### config.mk
export PLATFORM = sky130hd
export DESIGN_NAME = cdb_arbiter
export DESIGN_NICKNAME = d
export VERILOG_FILES = /design/src/rtl/cdb_arbiter_pkg.sv /design/src/rtl/cdb_rr_pick.sv /design/src/rtl/cdb_arbiter.sv
export SDC_FILE = /design/constraint.sdc
export NUM_CORES = 1
export LEC_CHECK = 0
export BUFFER_PORTS_ARGS = -buffer_cell sky130_fd_sc_hd__buf_2
export CAP_MARGIN = 20
export CORE_ASPECT_RATIO = 0.6
export CORE_MARGIN = 4
export CORE_UTILIZATION = 51
export DETAILED_ROUTE_END_ITERATION = 16
export PLACE_DENSITY = 0.79
export SLEW_MARGIN = 20
export SYNTH_ARGS = -nofsm -noshare
export SYNTH_HDL_FRONTEND = slang
export SYNTH_SLANG_ARGS = --single-unit
### constraint.sdc
create_clock -name clk -period 6.2 [get_ports clk]
set_input_delay 0.31 -clock clk [delete_from_list [all_inputs] [get_ports clk]]
set_output_delay 0.31 -clock clk [all_outputs]
set_load 0.02 [all_outputs]
### src/rtl/cdb_arbiter_pkg.sv
// cdb_arbiter_pkg: shared constants for the Common Data Bus arbiter.
//   - Requester count and winner index width.
//   - Fixed source indices (ALU, BranchALU, LSBuffer) as they appear on cdb_src.
//   - Default tag/data widths and the idle tag value.
package cdb_arbiter_pkg;

  localparam int CDB_REQ_NUM   = 3;
  localparam int CDB_SRC_W     = 2;

  localparam int CDB_SRC_ALU    = 0;
  localparam int CDB_SRC_BRANCH = 1;
  localparam int CDB_SRC_LS     = 2;

  localparam int TAG_WIDTH  = 5;
  localparam int DATA_WIDTH = 32;

  // ROB tags run 0..30. All-ones is reserved to mean "no tag on the bus".
  localparam logic [TAG_WIDTH-1:0] TAG_FREE = '1;

  typedef enum logic [CDB_SRC_W-1:0] {
    SRC_ALU    = 2'd0,
    SRC_BRANCH = 2'd1,
    SRC_LS     = 2'd2
  } cdb_src_e;

endpackage

### src/rtl/cdb_rr_pick.sv
// cdb_rr_pick: combinational round-robin priority picker.
//   req       in   NUM_REQ  occupied-slot vector
//   rr_ptr    in   SRC_W    highest-priority index this cycle (< NUM_REQ)
//   grant     out  NUM_REQ  one-hot grant, zero when nothing requested
//   winner    out  SRC_W    index of the granted requester (0 when none)
//   any_grant out  1        some requester was granted
module cdb_rr_pick
  import cdb_arbiter_pkg::*;
#(
  parameter int NUM_REQ = CDB_REQ_NUM,
  parameter int SRC_W   = CDB_SRC_W
) (
  input  logic [NUM_REQ-1:0] req,
  input  logic [SRC_W-1:0]   rr_ptr,
  output logic [NUM_REQ-1:0] grant,
  output logic [SRC_W-1:0]   winner,
  output logic               any_grant
);

  // One extra bit so rr_ptr + k cannot overflow before the modulo fold.
  localparam logic [SRC_W:0] NREQ = (SRC_W+1)'(NUM_REQ);

  logic [SRC_W:0] pos;

  always_comb begin
    grant     = '0;
    winner    = '0;
    any_grant = 1'b0;
    pos       = '0;
    // Walk rr_ptr, rr_ptr+1, ... with wrap; first occupied slot wins.
    // rr_ptr < NUM_REQ, so a single subtraction is a full modulo.
    for (int k = 0; k < NUM_REQ; k++) begin
      pos = {1'b0, rr_ptr} + (SRC_W+1)'(k);
      if (pos >= NREQ) pos = pos - NREQ;
      if (!any_grant && req[pos[SRC_W-1:0]]) begin
        grant[pos[SRC_W-1:0]] = 1'b1;
        winner                = pos[SRC_W-1:0];
        any_grant             = 1'b1;
      end
    end
  end

endmodule

### src/rtl/cdb_arbiter.sv
// cdb_arbiter: shares the Common Data Bus among ALU, BranchALU and LSBuffer.
// Each producer hands one tag/data result into a private one-entry slot via
// valid/ready; a round-robin picker drains one slot per cycle onto the
// registered broadcast consumed by the ROB and reservation stations.
//   clk        in   1               clock
//   rst        in   1               synchronous active-high reset
//   flush      in   1               mispredict flush, drops pending results
//   req_valid  in   NUM_REQ         per-requester result valid
//   req_tag    in   NUM_REQ*TAG_W   packed tags, requester i at [i*TAG_W +: TAG_W]
//   req_data   in   NUM_REQ*DATA_W  packed results, same packing
//   req_ready  out  NUM_REQ         slot i accepts this cycle
//   cdb_valid  out  1               broadcast valid (one-cycle pulse per result)
//   cdb_tag    out  TAG_W           broadcast tag, TAG_IDLE when idle
//   cdb_data   out  DATA_W          broadcast data, 0 when idle
//   cdb_src    out  SRC_W           broadcasting requester, 0 when idle
module cdb_arbiter
  import cdb_arbiter_pkg::*;
#(
  parameter int               NUM_REQ  = CDB_REQ_NUM,
  parameter int               TAG_W    = TAG_WIDTH,
  parameter int               DATA_W   = DATA_WIDTH,
  parameter int               SRC_W    = CDB_SRC_W,
  parameter logic [TAG_W-1:0] TAG_IDLE = TAG_W'(TAG_FREE)
) (
  input  logic                        clk,
  input  logic                        rst,
  input  logic                        flush,
  input  logic [NUM_REQ-1:0]          req_valid,
  input  logic [NUM_REQ*TAG_W-1:0]    req_tag,
  input  logic [NUM_REQ*DATA_W-1:0]   req_data,
  output logic [NUM_REQ-1:0]          req_ready,
  output logic                        cdb_valid,
  output logic [TAG_W-1:0]            cdb_tag,
  output logic [DATA_W-1:0]           cdb_data,
  output logic [SRC_W-1:0]            cdb_src
);

  localparam logic [SRC_W-1:0] LAST = SRC_W'(NUM_REQ-1);

  logic [NUM_REQ-1:0]             slot_valid;
  logic [NUM_REQ-1:0][TAG_W-1:0]  slot_tag;
  logic [NUM_REQ-1:0][DATA_W-1:0] slot_data;
  logic [SRC_W-1:0]               rr_ptr;

  logic [NUM_REQ-1:0] grant;
  logic [NUM_REQ-1:0] cap;
  logic [SRC_W-1:0]   winner;
  logic [SRC_W-1:0]   ptr_next;
  logic               any_grant;

  // Picker sees registered state only, so nothing on req_* reaches req_ready.
  cdb_rr_pick #(
    .NUM_REQ (NUM_REQ),
    .SRC_W   (SRC_W)
  ) u_pick (
    .req       (slot_valid),
    .rr_ptr    (rr_ptr),
    .grant     (grant),
    .winner    (winner),
    .any_grant (any_grant)
  );

  // A slot draining this cycle may be refilled on the same edge.
  assign req_ready = {NUM_REQ{~flush}} & (~slot_valid | grant);
  assign cap       = req_valid & req_ready;

  // Explicit wrap: NUM_REQ need not be a power of two.
  assign ptr_next = (winner == LAST) ? '0 : winner + 1'b1;

  // Payload registers need no reset; slot_valid qualifies them.
  // cap is already zero during flush because req_ready is.
  always_ff @(posedge clk) begin
    for (int i = 0; i < NUM_REQ; i++) begin
      if (cap[i]) begin
        slot_tag[i]  <= req_tag[i*TAG_W +: TAG_W];
        slot_data[i] <= req_data[i*DATA_W +: DATA_W];
      end
    end
  end

  always_ff @(posedge clk) begin
    if (rst) begin
      slot_valid <= '0;
      rr_ptr     <= '0;
      cdb_valid  <= 1'b0;
      cdb_tag    <= TAG_IDLE;
      cdb_data   <= '0;
      cdb_src    <= '0;
    end else if (flush) begin
      // rr_ptr holds so fairness survives a mispredict.
      slot_valid <= '0;
      cdb_valid  <= 1'b0;
      cdb_tag    <= TAG_IDLE;
      cdb_data   <= '0;
      cdb_src    <= '0;
    end else begin
      slot_valid <= (slot_valid & ~grant) | cap;
      if (any_grant) begin
        cdb_valid <= 1'b1;
        cdb_tag   <= slot_tag[winner];
        cdb_data  <= slot_data[winner];
        cdb_src   <= winner;
        rr_ptr    <= ptr_next;
      end else begin
        cdb_valid <= 1'b0;
        cdb_tag   <= TAG_IDLE;
        cdb_data  <= '0;
        cdb_src   <= '0;
      end
    end
  end

  a_grant_onehot: assert property (@(posedge clk) disable iff (rst) $onehot0(grant));
  a_ptr_range:    assert property (@(posedge clk) disable iff (rst) rr_ptr <= LAST);

endmodule

==> out/metrics.cfg, run 1 <==
[power_and_ir_drop]
finalPower_mw = 2.51
powerDensity_nw_per_um2 = 354
p_leak_nw = 2.88
ir_drop_mv = 0.209
internal_power_mw = 1.95
share_seq_of_total_power = 0.478
comb_power_share = 0.084
switching_share = 0.221
p_sw_uw = 554
pwr-share-clk = 0.438

[setup_path]
path_cells = inv_1 -> ha_1 -> mux2_2 -> a21oi_2 -> a21boi_2 -> o21a_1 -> buf_4 -> a221o_1
crit_family = compound AO/OA/AOI/OAI gates
required_ns = 6.55
cp-start-kind = flop
end_kind = flop
critical_path_class = reg2reg
crit_arrival_ns = 3.43
worst-path-max-fanout = 17
r2r_slack_ns = 3.12
slowest_delay_ns = 0.64
path_buf_inv = 2
cpMaxStageDelayCell = o21a_1

[drt]
wire_per_inst_um = 19.5
vias = 3520
drtIter0Drc = 178
via_per_inst = 5.38
wirelength_mm = 12.7
drc_errors = 0
ant_nets = 0
dr.pass1.iters = 5

[cells_and_area]
multiInputGateArea_um2 = 1140
final_common_cell = buf_2
fillerInstances = 756
syn2layout_area_growth_pct = 29.1
ff_latch_area_um2 = 4230
diodes = 0
post-route-util = 0.674
drive_gt1_frac = 0.402
mostFrequentLayoutCells = 159 x buf_2, 111 x edfxtp_1, 45 x dfxtp_1
final_nets = 623

[global_route]
grt_max_degree = 34
grt_pass1_wl_mm = 19.0
grt_overflow_total = 0
track_usage = 0.206
grt_pass1_vias = 3519
antenna_found_initial = 3

[timing]
clock_skew_ns = 0.00739
period_minus_slack_ns = 3.08
maxSlewHeadroom = 0.512
hold_viol = 0
worst_pin_slew_ns = 0.730
fin_setup_tns_ns = 0
final.period_utilization = 0.497
rsz0062_at_grt = no
max_freq_ghz = 0.325
drv_slew = 0
setup_viol = 0

[logic_synthesis]
netlist_area_um2 = 5490
yosys_warnings = 0
syn_avg_cell_area_um2 = 16.5
netlist_instances = 333
synth_cell_types = 45
yosysSeqAreaShare = 0.771
synth_nets = 454
synth-seq-cells = 156

[clock_network]
root_buffer = clkbuf_16
postCtsSetupBuffers = 0
cts_buffers = 17
htreeDepth = 4
ctsLongestPathBuffers = 2
cts_tree = yes
cts_hold_buffers = 0
clk_latency_ns = 0.41
clk_pin_slew_ns = 0.06
cts_sinks = 156
post_cts_resized = 0

[hold_path]
hold_class = in2reg

[floorplanning]
row_count = 29
num_io_pins = 160
die_area_um2 = 12500
die_x_um = 142
initial_core_util = 0.522
core_area_um2 = 10500
fp.dieH_um = 88.4

[place]
dp_hpwl_mm = 8.55
port-buffer-count = 159
gp_routability_congestion = 0.865

[run]
cap_viol_max_count = 0

[outcome]
status = finished, final reports clean

[flip-flops by register name (all words and copies together) (netlist names)]
| register | flops |
|---|---|
| slot_data | 96 |
| rr_ptr | 2 |
| cdb_tag | 5 |
| cdb_data | 32 |
| slot_valid | 3 |
| cdb_src | 2 |
| slot_tag | 15 |
| cdb_valid | 1 |
[kinds of logic (layout without fill, tap and decap cells)]
| family | after synthesis | after routing | share of synthesized area |
|---|---|---|---|
| compound gates | 74 | 74 | 0.115 |
| fa+ha+maj | 4 | 4 | 0.00911 |
| buf+inv | 27 | 209 | 0.0264 |
| flops | 156 | 156 | 0.771 |
| mux | 3 | 3 | 0.00569 |
| simple gates | 69 | 69 | 0.0724 |
[synthesized netlist by cell type (all sizes together)]
library cell,count,share of area
nor2,7,0.0048
and2,34,0.039
o21ai,13,0.012
nand3b,1,0.0014
mux2,1,0.0020
a21oi,4,0.0043
buf,10,0.015
nor3b,2,0.0027
o21bai,1,0.0014
dfxtp,45,0.16
nor4,1,0.0011
nand2b,3,0.0034
a221o,32,0.058
o211a,2,0.0036
a31oi,1,0.0011
a41o,1,0.0039
and3b,1,0.0016
nand2,9,0.0061
o21a,3,0.0041
a21boi,3,0.0048
a22o,1,0.0016
mux2i,2,0.0036
or3,1,0.0011
o2111ai,5,0.0080
o211ai,1,0.0014
o21ba,1,0.0018
nor2b,4,0.0046
a211o,2,0.0032
nand3,2,0.0018
edfxtp,111,0.61
and3,1,0.0011
a32oi,1,0.0016
ha,4,0.0091
o22ai,1,0.0011
a311o,1,0.0018
or2,1,0.0011
inv,11,0.0075
nand4,2,0.0023
clkbuf,6,0.0041
o2bb2ai,1,0.0016
[final cells by class]
type | count | share of cell area
Clock buffer | 20 | 0.0630
Clock inverter | 12 | 0.0263
Inverter | 11 | 0.00582
Multi-Input combinational cell | 150 | 0.161
Sequential cell | 156 | 0.597
Tap cell | 139 | 0.0245
Timing Repair Buffer | 166 | 0.122
[per-layer routing]
layer / track usage / up-vias / routed length, um
met2: 0.309 / 184 / 5540
met3: 0.0691 / 20 / 1280
met5: 0 / - / 34
met4: 0.0801 / 6 / 227
met1: 0.281 / 1682 / 5640
li1: - / 1628 / -
[worst paths after layout]
path                       from  cells after the start            to
setup / recovery      rr_ptr[1]                      8  cdb_data[12]
setup reg to reg      rr_ptr[1]                      8  cdb_data[12]
hold reg to reg   slot_data[86]                      1  cdb_data[22]
hold / removal      req_tag[12]                      1  slot_tag[12]
[power by group through the flow]
stage                     Sequential, mW  Clock, mW  Combinational [mW]
final                               1.20       1.10               0.212
after global routing                1.20       1.16               0.230
after CTS                           1.20       1.11               0.213
after detailed placement            1.22          0               0.211
after global placement              1.22          0               0.204
after floorplan                     1.24          0              0.0978
[stage by stage]
step	setup WS (ns)	instances	hold WS [ns]	area (um2)
after floorplan	1.41	333	0.409	5490
after global placement	3.06	621	0.451	6430
after detailed placement	3.23	622	0.448	6460
after CTS	3.15	654	0.0533	7090
after global routing	2.94	654	0.0502	7090
final	3.12	654	0.0690	7090
Note: power is estimated with default switching activity, not from simulation.
==> inputs of run 2 (changes only) <==
--- a/config.mk
+++ b/config.mk
@@ -9,9 +9,9 @@
 export CAP_MARGIN = 20
 export CORE_ASPECT_RATIO = 0.6
 export CORE_MARGIN = 4
-export CORE_UTILIZATION = 51
+export CORE_UTILIZATION = 46
 export DETAILED_ROUTE_END_ITERATION = 16
-export PLACE_DENSITY = 0.79
+export PLACE_DENSITY = 0.75
 export SLEW_MARGIN = 20
 export SYNTH_ARGS = -nofsm -noshare
 export SYNTH_HDL_FRONTEND = slang
==> constraint.sdc (replaced) <==
create_clock -name clk -period 2.48 [get_ports clk]
set_input_delay 0.124 -clock clk [delete_from_list [all_inputs] [get_ports clk]]
set_output_delay 0.124 -clock clk [all_outputs]
set_load 0.02 [all_outputs]
==> run 2 against run 1 <==
Net effect:
- final cell count up 24%
- first-iteration DRC count decreased by 17%
- sequential share of layout area is 10 points lower
- critical path depth is the same
- worst hold slack better by 0.14 ns
- sequential power increased to 2.5 times the previous value
- highest routed layer is now met4
- core utilization rose by 6.8 points
- global-route usage grew 2.4 points
- count of clock-buffer cells in the layout is 3 lower
- die area up 10%
==> out/metrics.cfg, run 2 (synthesis gave the netlist of run 1 again) <==
[floorplanning]
die_x_um = 149  ; +5.0%
core_area_um2 = 11500  ; +9.2%
num_io_pins = 160  ; unchanged
fp.dieH_um = 92.6  ; +4.8%
initial_core_util = 0.478  ; -0.0438
row_count = 30  ; +3.4%
die_area_um2 = 13800  ; +10%

[place]
dp_slack_ns = -0.0653  ; -3.29 ns
gp_routability_congestion = 0.867  ; +0.24%
port-buffer-count = 159  ; unchanged
dp_hpwl_mm = 8.93  ; +4.5%

[cells_and_area]
fillerInstances = 707  ; -6.5%
largest_reg_flops = 96  ; unchanged
mostFrequentLayoutCells = 158 x buf_2, 115 x dlygate4sd3_1, 111 x edfxtp_1
diodes = 0  ; unchanged
final_common_cell = buf_2
post-route-util = 0.742  ; +0.0683
drive_gt1_frac = 0.375  ; -0.0269
top_regs = slot_data: 96 flops, cdb_data: 32 flops, slot_tag: 15 flops
final_nets = 756  ; +21%
regMostFlops = slot_data
syn2layout_area_growth_pct = 55.2

[setup_path]
crit_arrival_ns = 2.77  ; -0.66 ns
critical_path_class = reg2reg
worst-path-max-fanout = 33  ; +16
end_kind = flop
cp-start-kind = flop
required_ns = 2.83  ; -3.72 ns

[timing]
setup_viol = 0  ; unchanged
max_freq_ghz = 0.414  ; +27%
hold_viol = 0  ; unchanged
rsz0062_at_grt = yes
worst_pin_slew_ns = 0.966  ; +0.235 ns
period_minus_slack_ns = 2.42  ; -0.663 ns
fin_setup_tns_ns = 0  ; unchanged
fin_hold_ws_ns = 0.209  ; +0.140 ns
maxSlewHeadroom = 0.351  ; -0.161
clock_skew_ns = 0.00654  ; -0.000846 ns
drv_slew = 0  ; unchanged
worst_slack_ns = 0.0623  ; -3.06 ns
final.period_utilization = 0.975  ; +0.478

[clock_network]
ctsLongestPathBuffers = 2  ; unchanged
cts_tree = yes
cts_sinks = 156  ; unchanged
clk_pin_slew_ns = 0.06  ; about the same
htreeDepth = 4  ; unchanged
root_buffer = clkbuf_16
clk_latency_ns = 0.41  ; about the same
cts_buffers = 17  ; unchanged

[drt]
wirelength_mm = 15.4  ; +21%
vias = 4087  ; +16%
drtIter0Drc = 148  ; -17%
drc_errors = 0  ; unchanged
ant_nets = 0  ; unchanged
via_per_inst = 5.06  ; -6.0%
wire_per_inst_um = 19.1  ; -2.1%
dr.pass1.iters = 5  ; unchanged

[power_and_ir_drop]
finalPower_mw = 6.32  ; +150%
powerDensity_nw_per_um2 = 741  ; +110%
ir_drop_mv = 0.397  ; +90%
p_leak_nw = 3.47  ; +20%

[global_route]
grt_max_degree = 34  ; unchanged
track_usage = 0.230  ; +0.0242
grt_overflow_total = 0  ; unchanged
grt_pass1_vias = 4517  ; +28%
grt_pass1_wl_mm = 23.8  ; +25%
antenna_found_initial = 0  ; -3

[run]
cap_viol_max_count = 0  ; unchanged

[hold_path]
hold_class = in2reg

[outcome]
status = finished, final reports clean

[run 2: changes by cell type in the layout (fill, tap and decap cells not counted), moves of 3 or more]
cell,delta
inv_1,-3
buf_4,+12
clkinv_4,+3
ha_1,-4
buf_6,+4
buf_12,+4
dlygate4sd3_1,+115
[run 2: metal layers]
metal  up-vias  track usage  share of wire
li1       1895            -              -
met3        19       0.0714          0.085
met2       205        0.383           0.48
met4         0       0.0716          0.015
met1      1968        0.289           0.42
met5         -            0              0
[run 2: critical path, stage by stage, from the launching register on]
cell	delay [ns]
dfxtp_4	0.35
buf_4	0.13
ha_4	0.18
mux2_4	0.32
a32oi_1	0.26
buf_4	0.19
a41o_4	0.24
and2_4	0.41
a221o_1	0.23
[run 2: final timing paths]
check	start	end	slack (ns)	cells past startpoint
worst min register to register	slot_tag[13]	cdb_tag[3]	0.46	2
worst max-delay path	rr_ptr[0]	cdb_data[4]	0.06	8
worst max register to register	rr_ptr[0]	cdb_data[4]	0.06	8
worst min-delay path	flush	rr_ptr[0]	0.21	3
[run 2: per-stage QoR]
step                      cells  instance area, um2
final                       808                8530
after global routing        808                8530
after CTS                   807                8490
after detailed placement    654                6660
after global placement      654                6660
after floorplan             333                5580
[run 2: timing repair]
item,in CTS,in global routing
hold buffers,115,0
buffers inserted,6,1
pin swaps,5,2
hold endpoints to repair,115,0
gates resized for setup,11,5
setup endpoints to repair,70,72
[run 2: final cells by class]
cell class	count	area [um2]	share of cell area
inverters	11	43.8	0.00514
multi-input cells	150	1250	0.146
repair buffers	299	2200	0.258
flip-flops and latches	156	4240	0.497
well taps	160	200	0.0235
clock buffers	17	425	0.0499
clock inverters	15	166	0.0195
[run 2: power breakdown]
group | total, mW | internal (mW) | switching (mW)
combinational | 0.771 | 0.386 | 0.385
clock | 2.55 | 1.50 | 1.05
sequential | 3.00 | 2.95 | 0.0491
total | 6.32 | 4.83 | 1.49
==> inputs of run 3 (changes only) <==
--- a/config.mk
+++ b/config.mk
@@ -5,13 +5,14 @@
 export SDC_FILE = /design/constraint.sdc
 export NUM_CORES = 1
 export LEC_CHECK = 0
+export ABC_AREA = 1
 export BUFFER_PORTS_ARGS = -buffer_cell sky130_fd_sc_hd__buf_2
 export CAP_MARGIN = 20
 export CORE_ASPECT_RATIO = 0.6
 export CORE_MARGIN = 4
-export CORE_UTILIZATION = 46
+export CORE_UTILIZATION = 47
 export DETAILED_ROUTE_END_ITERATION = 16
-export PLACE_DENSITY = 0.75
+export PLACE_DENSITY_LB_ADDON = 0.12
 export SLEW_MARGIN = 20
 export SYNTH_ARGS = -nofsm -noshare
 export SYNTH_HDL_FRONTEND = slang
==> run 3 against run 2 <==
Net effect:
- sequential share of layout area fell by 0.56 points
- cell area is 1.1% higher
- die area is 2.2% higher
- sequential power about the same
- clock skew up 0.0046 ns
- critical path depth increased by 4
- routed wire length down 0.47%
- setup slack gained 0.039 ns
- critical path type is now reg2out
==> out/metrics.cfg, run 3 <==
[outcome]
status = finished, final reports clean

[logic_synthesis]
yosys_warnings = 0  ; unchanged
synthXorXnorAreaFrac = 0  ; unchanged
synthArstFlopShare = 0  ; unchanged
syn_avg_cell_area_um2 = 11.8  ; -29%
yosys.cell_count.top_type = nand2_1
synth_edf_count = 111  ; unchanged
yosys.area_share.simple = 0.190  ; +0.118
synth_compound_area_frac = 0.0153  ; -0.100
synth_top_family_by_area = simple AND/OR/NAND/NOR gates
synth_common_cells = 126 x nand2_1, 111 x edfxtp_1, 66 x nor2_1
netlist_area_um2 = 5740  ; +4.6%
yosysTopAreaCell = edfxtp_1
synth_top_area_frac = 0.580  ; -0.0264
synth_fa_ha_area_frac = 0.00871  ; -0.000397
synth_top_flop_cell = edfxtp_1
synth-seq-cells = 156  ; unchanged
synth_nets = 609  ; +34%
synth_cell_types = 28  ; -38%
netlist_instances = 488  ; +47%
yosysSeqAreaShare = 0.737  ; -0.0336
synth_area_leaders = edfxtp_1 58%, dfxtp_1 16%, nand2_1 8.2%
yosys-mux-area-fraction = 0  ; -0.00569

[cells_and_area]
ff_latch_area_um2 = 4240  ; unchanged
fillerInstances = 775  ; +9.6%
top_regs = slot_data: 96 flops, cdb_data: 32 flops, slot_tag: 15 flops
regMostFlops = slot_data
drive_gt1_frac = 0.314  ; -0.0615
final_nets = 899  ; +19%
final_common_cell = buf_2
largest_reg_flops = 96  ; unchanged
syn2layout_area_growth_pct = 50.1
multiInputGateArea_um2 = 1320  ; +6.0%
finalInstanceArea_um2 = 8620  ; +1.1%
mostFrequentLayoutCells = 158 x buf_2, 126 x nand2_1, 115 x dlygate4sd3_1
fin_cells = 951  ; +18%
diodes = 0  ; unchanged

[timing]
maxSlewHeadroom = 0.717  ; +0.366
drv_slew = 0  ; unchanged
clock_skew_ns = 0.0112  ; +0.00464 ns
worst_pin_slew_ns = 0.425  ; -0.541 ns
fin_setup_tns_ns = 0  ; unchanged
hold_viol = 0  ; unchanged
fin_hold_ws_ns = 0.225  ; +0.0165 ns
max_freq_ghz = 0.420  ; +1.6%
period_minus_slack_ns = 2.38  ; -0.0387 ns
setup_viol = 0  ; unchanged
rsz0062_at_grt = yes
final.period_utilization = 0.959  ; -0.0156

[drt]
dr.pass1.iters = 4  ; -1
via_per_inst = 4.67  ; -7.6%
ant_nets = 0  ; unchanged
wire_per_inst_um = 16.1  ; -15%
vias = 4445  ; +8.8%
drc_errors = 0  ; unchanged
wirelength_mm = 15.3  ; -0.47%
drtIter0Drc = 258  ; +74%

[setup_path]
cp-start-kind = flop
crit_arrival_ns = 2.26  ; -0.51 ns
worstRegToRegCells = 11  ; +3
required_ns = 2.36  ; -0.47 ns
rr_startpoint = rr_ptr[0]
critical_path_class = reg2out
r2r_slack_ns = 0.10  ; +0.04 ns
worst-path-max-fanout = 6  ; -82%
r2r_end = slot_tag[14]
end_kind = primary output

[global_route]
grtUsageMet3 = 0.0785  ; +0.00706
use_met1 = 0.290  ; +0.00147
track_usage = 0.228  ; -0.00152
grt_pass1_vias = 4677  ; +3.5%
met2_usage = 0.376  ; -0.00716
antenna_found_initial = 0  ; unchanged
grt_overflow_total = 0  ; unchanged
grt.busiest_layer = met2
grt_max_degree = 38  ; +12%
grt_pass1_wl_mm = 24.2  ; +1.4%

[hold_path]
whs_endpoint = slot_valid[2]
min_path_cells = 4  ; +1
worst_hold_startpoint = flush
hold_class = in2reg

[clock_network]
root_buffer = clkbuf_16
cts_buffers = 17  ; unchanged
postCtsSetupBuffers = 0  ; -6
cts_sinks = 156  ; unchanged
clk_latency_ns = 0.41  ; about the same
cts_tree = yes
htreeDepth = 4  ; unchanged
clk_pin_slew_ns = 0.06  ; about the same
ctsLongestPathBuffers = 2  ; unchanged

[power_and_ir_drop]
powerDensity_nw_per_um2 = 840  ; +13%
p_leak_nw = 3.80  ; +9.7%
finalPower_mw = 7.24  ; +15%
ir_drop_mv = 0.506  ; +27%

[place]
dp_hpwl_mm = 9.22  ; +3.2%
port-buffer-count = 159  ; unchanged
dp.cells = 804  ; +23%
place_area_um2 = 6850  ; +2.9%
gp_routability_congestion = 0.864  ; -0.30%

[floorplanning]
fp.dieH_um = 93.6  ; +1.1%
core_area_um2 = 11600  ; +0.98%
die_x_um = 151  ; +1.1%
row_count = 30  ; unchanged
initial_core_util = 0.495  ; +0.0169
die_area_um2 = 14100  ; +2.2%
num_io_pins = 160  ; unchanged

[run]
cap_viol_max_count = 0  ; unchanged

## run 3: changes by cell type after synthesis, moves of 4 or more
cell,delta
nor2b_1,-4
inv_2,+4
a221o_1,-32
nor2_2,+20
buf_4,+7
clkbuf_1,-5
and2_1,-33
nand2_1,+117
nor2_1,+59
o21ai_0,-8
inv_1,+33
o2111ai_1,-5
nand3_1,+25
## run 3: metrics by stage
step                       util  setup WS [ns]
final                     0.743          0.101
after detailed placement  0.590         0.0499
after floorplan               -         -0.319
after CTS                 0.740         0.0418
after global placement    0.590          0.176
after global routing      0.743        -0.0150
## run 3: per-layer routing
metal | routed length, um | part of all wire
met5 | 0 | 0
met4 | 116 | 0.0076
met1 | 6530 | 0.43
met3 | 1300 | 0.085
met2 | 7390 | 0.48
## run 3: power breakdown
group | switching [mW] | total [mW] | leakage (nW) | internal [mW]
Clock | 1.09 | 2.60 | 0.280 | 1.50
Sequential | 0.0537 | 3.03 | 1.40 | 2.98
Combinational | 1.02 | 1.61 | 2.12 | 0.587
Total | 2.17 | 7.24 | 3.80 | 5.07
## run 3: logic make-up (layout without fill, tap and decap cells)
logic type,count (synthesis),after routing
AND/OR/NAND/NOR,252,252
flip-flops,156,156
buffers and inverters,62,365
AO/OA/AOI/OAI,14,14
adder cells (fa/ha/maj),4,4
## run 3: how the worst max path moves through the flow
stage / start / endpoint / slack, ns / cells past startpoint
global route: rr_ptr[0] / req_ready[1] / -0.01 / 12
floorplan: rr_ptr[0] / slot_data[32] / -0.32 / 10
finish: rr_ptr[0] / req_ready[1] / 0.10 / 12
detailed placement: rr_ptr[1] / slot_data[28] / 0.05 / 12
CTS: rr_ptr[1] / slot_data[31] / 0.04 / 12
global placement: rr_ptr[0] / slot_data[23] / 0.18 / 12
## run 3: cell type report
type	count	area share
Clock buffer	18	0.0498
Clock inverter	14	0.0186
Inverter	48	0.0209
Multi-Input combinational cell	270	0.154
Sequential cell	156	0.492
Tap cell	160	0.0232
Timing Repair Buffer	285	0.242
## run 3: worst max-delay path, stage by stage, from the launching register on
cell	delay [ns]
dfxtp_4	0.38
inv_2	0.06
ha_4	0.30
inv_2	0.05
nand2_1	0.08
nand3_1	0.10
nand2_2	0.15
nor2_4	0.06
nand2_2	0.10
o211ai_1	0.15
nor2_4	0.19
nor2_2	0.06
buf_4	0.16
## run 3: repair_timing
item / in CTS / in global routing
resized for setup: 0 / 9
hold endpoints to repair: 115 / 0
hold buffers: 115 / 0
endpoints found under the setup margin: 0 / 124
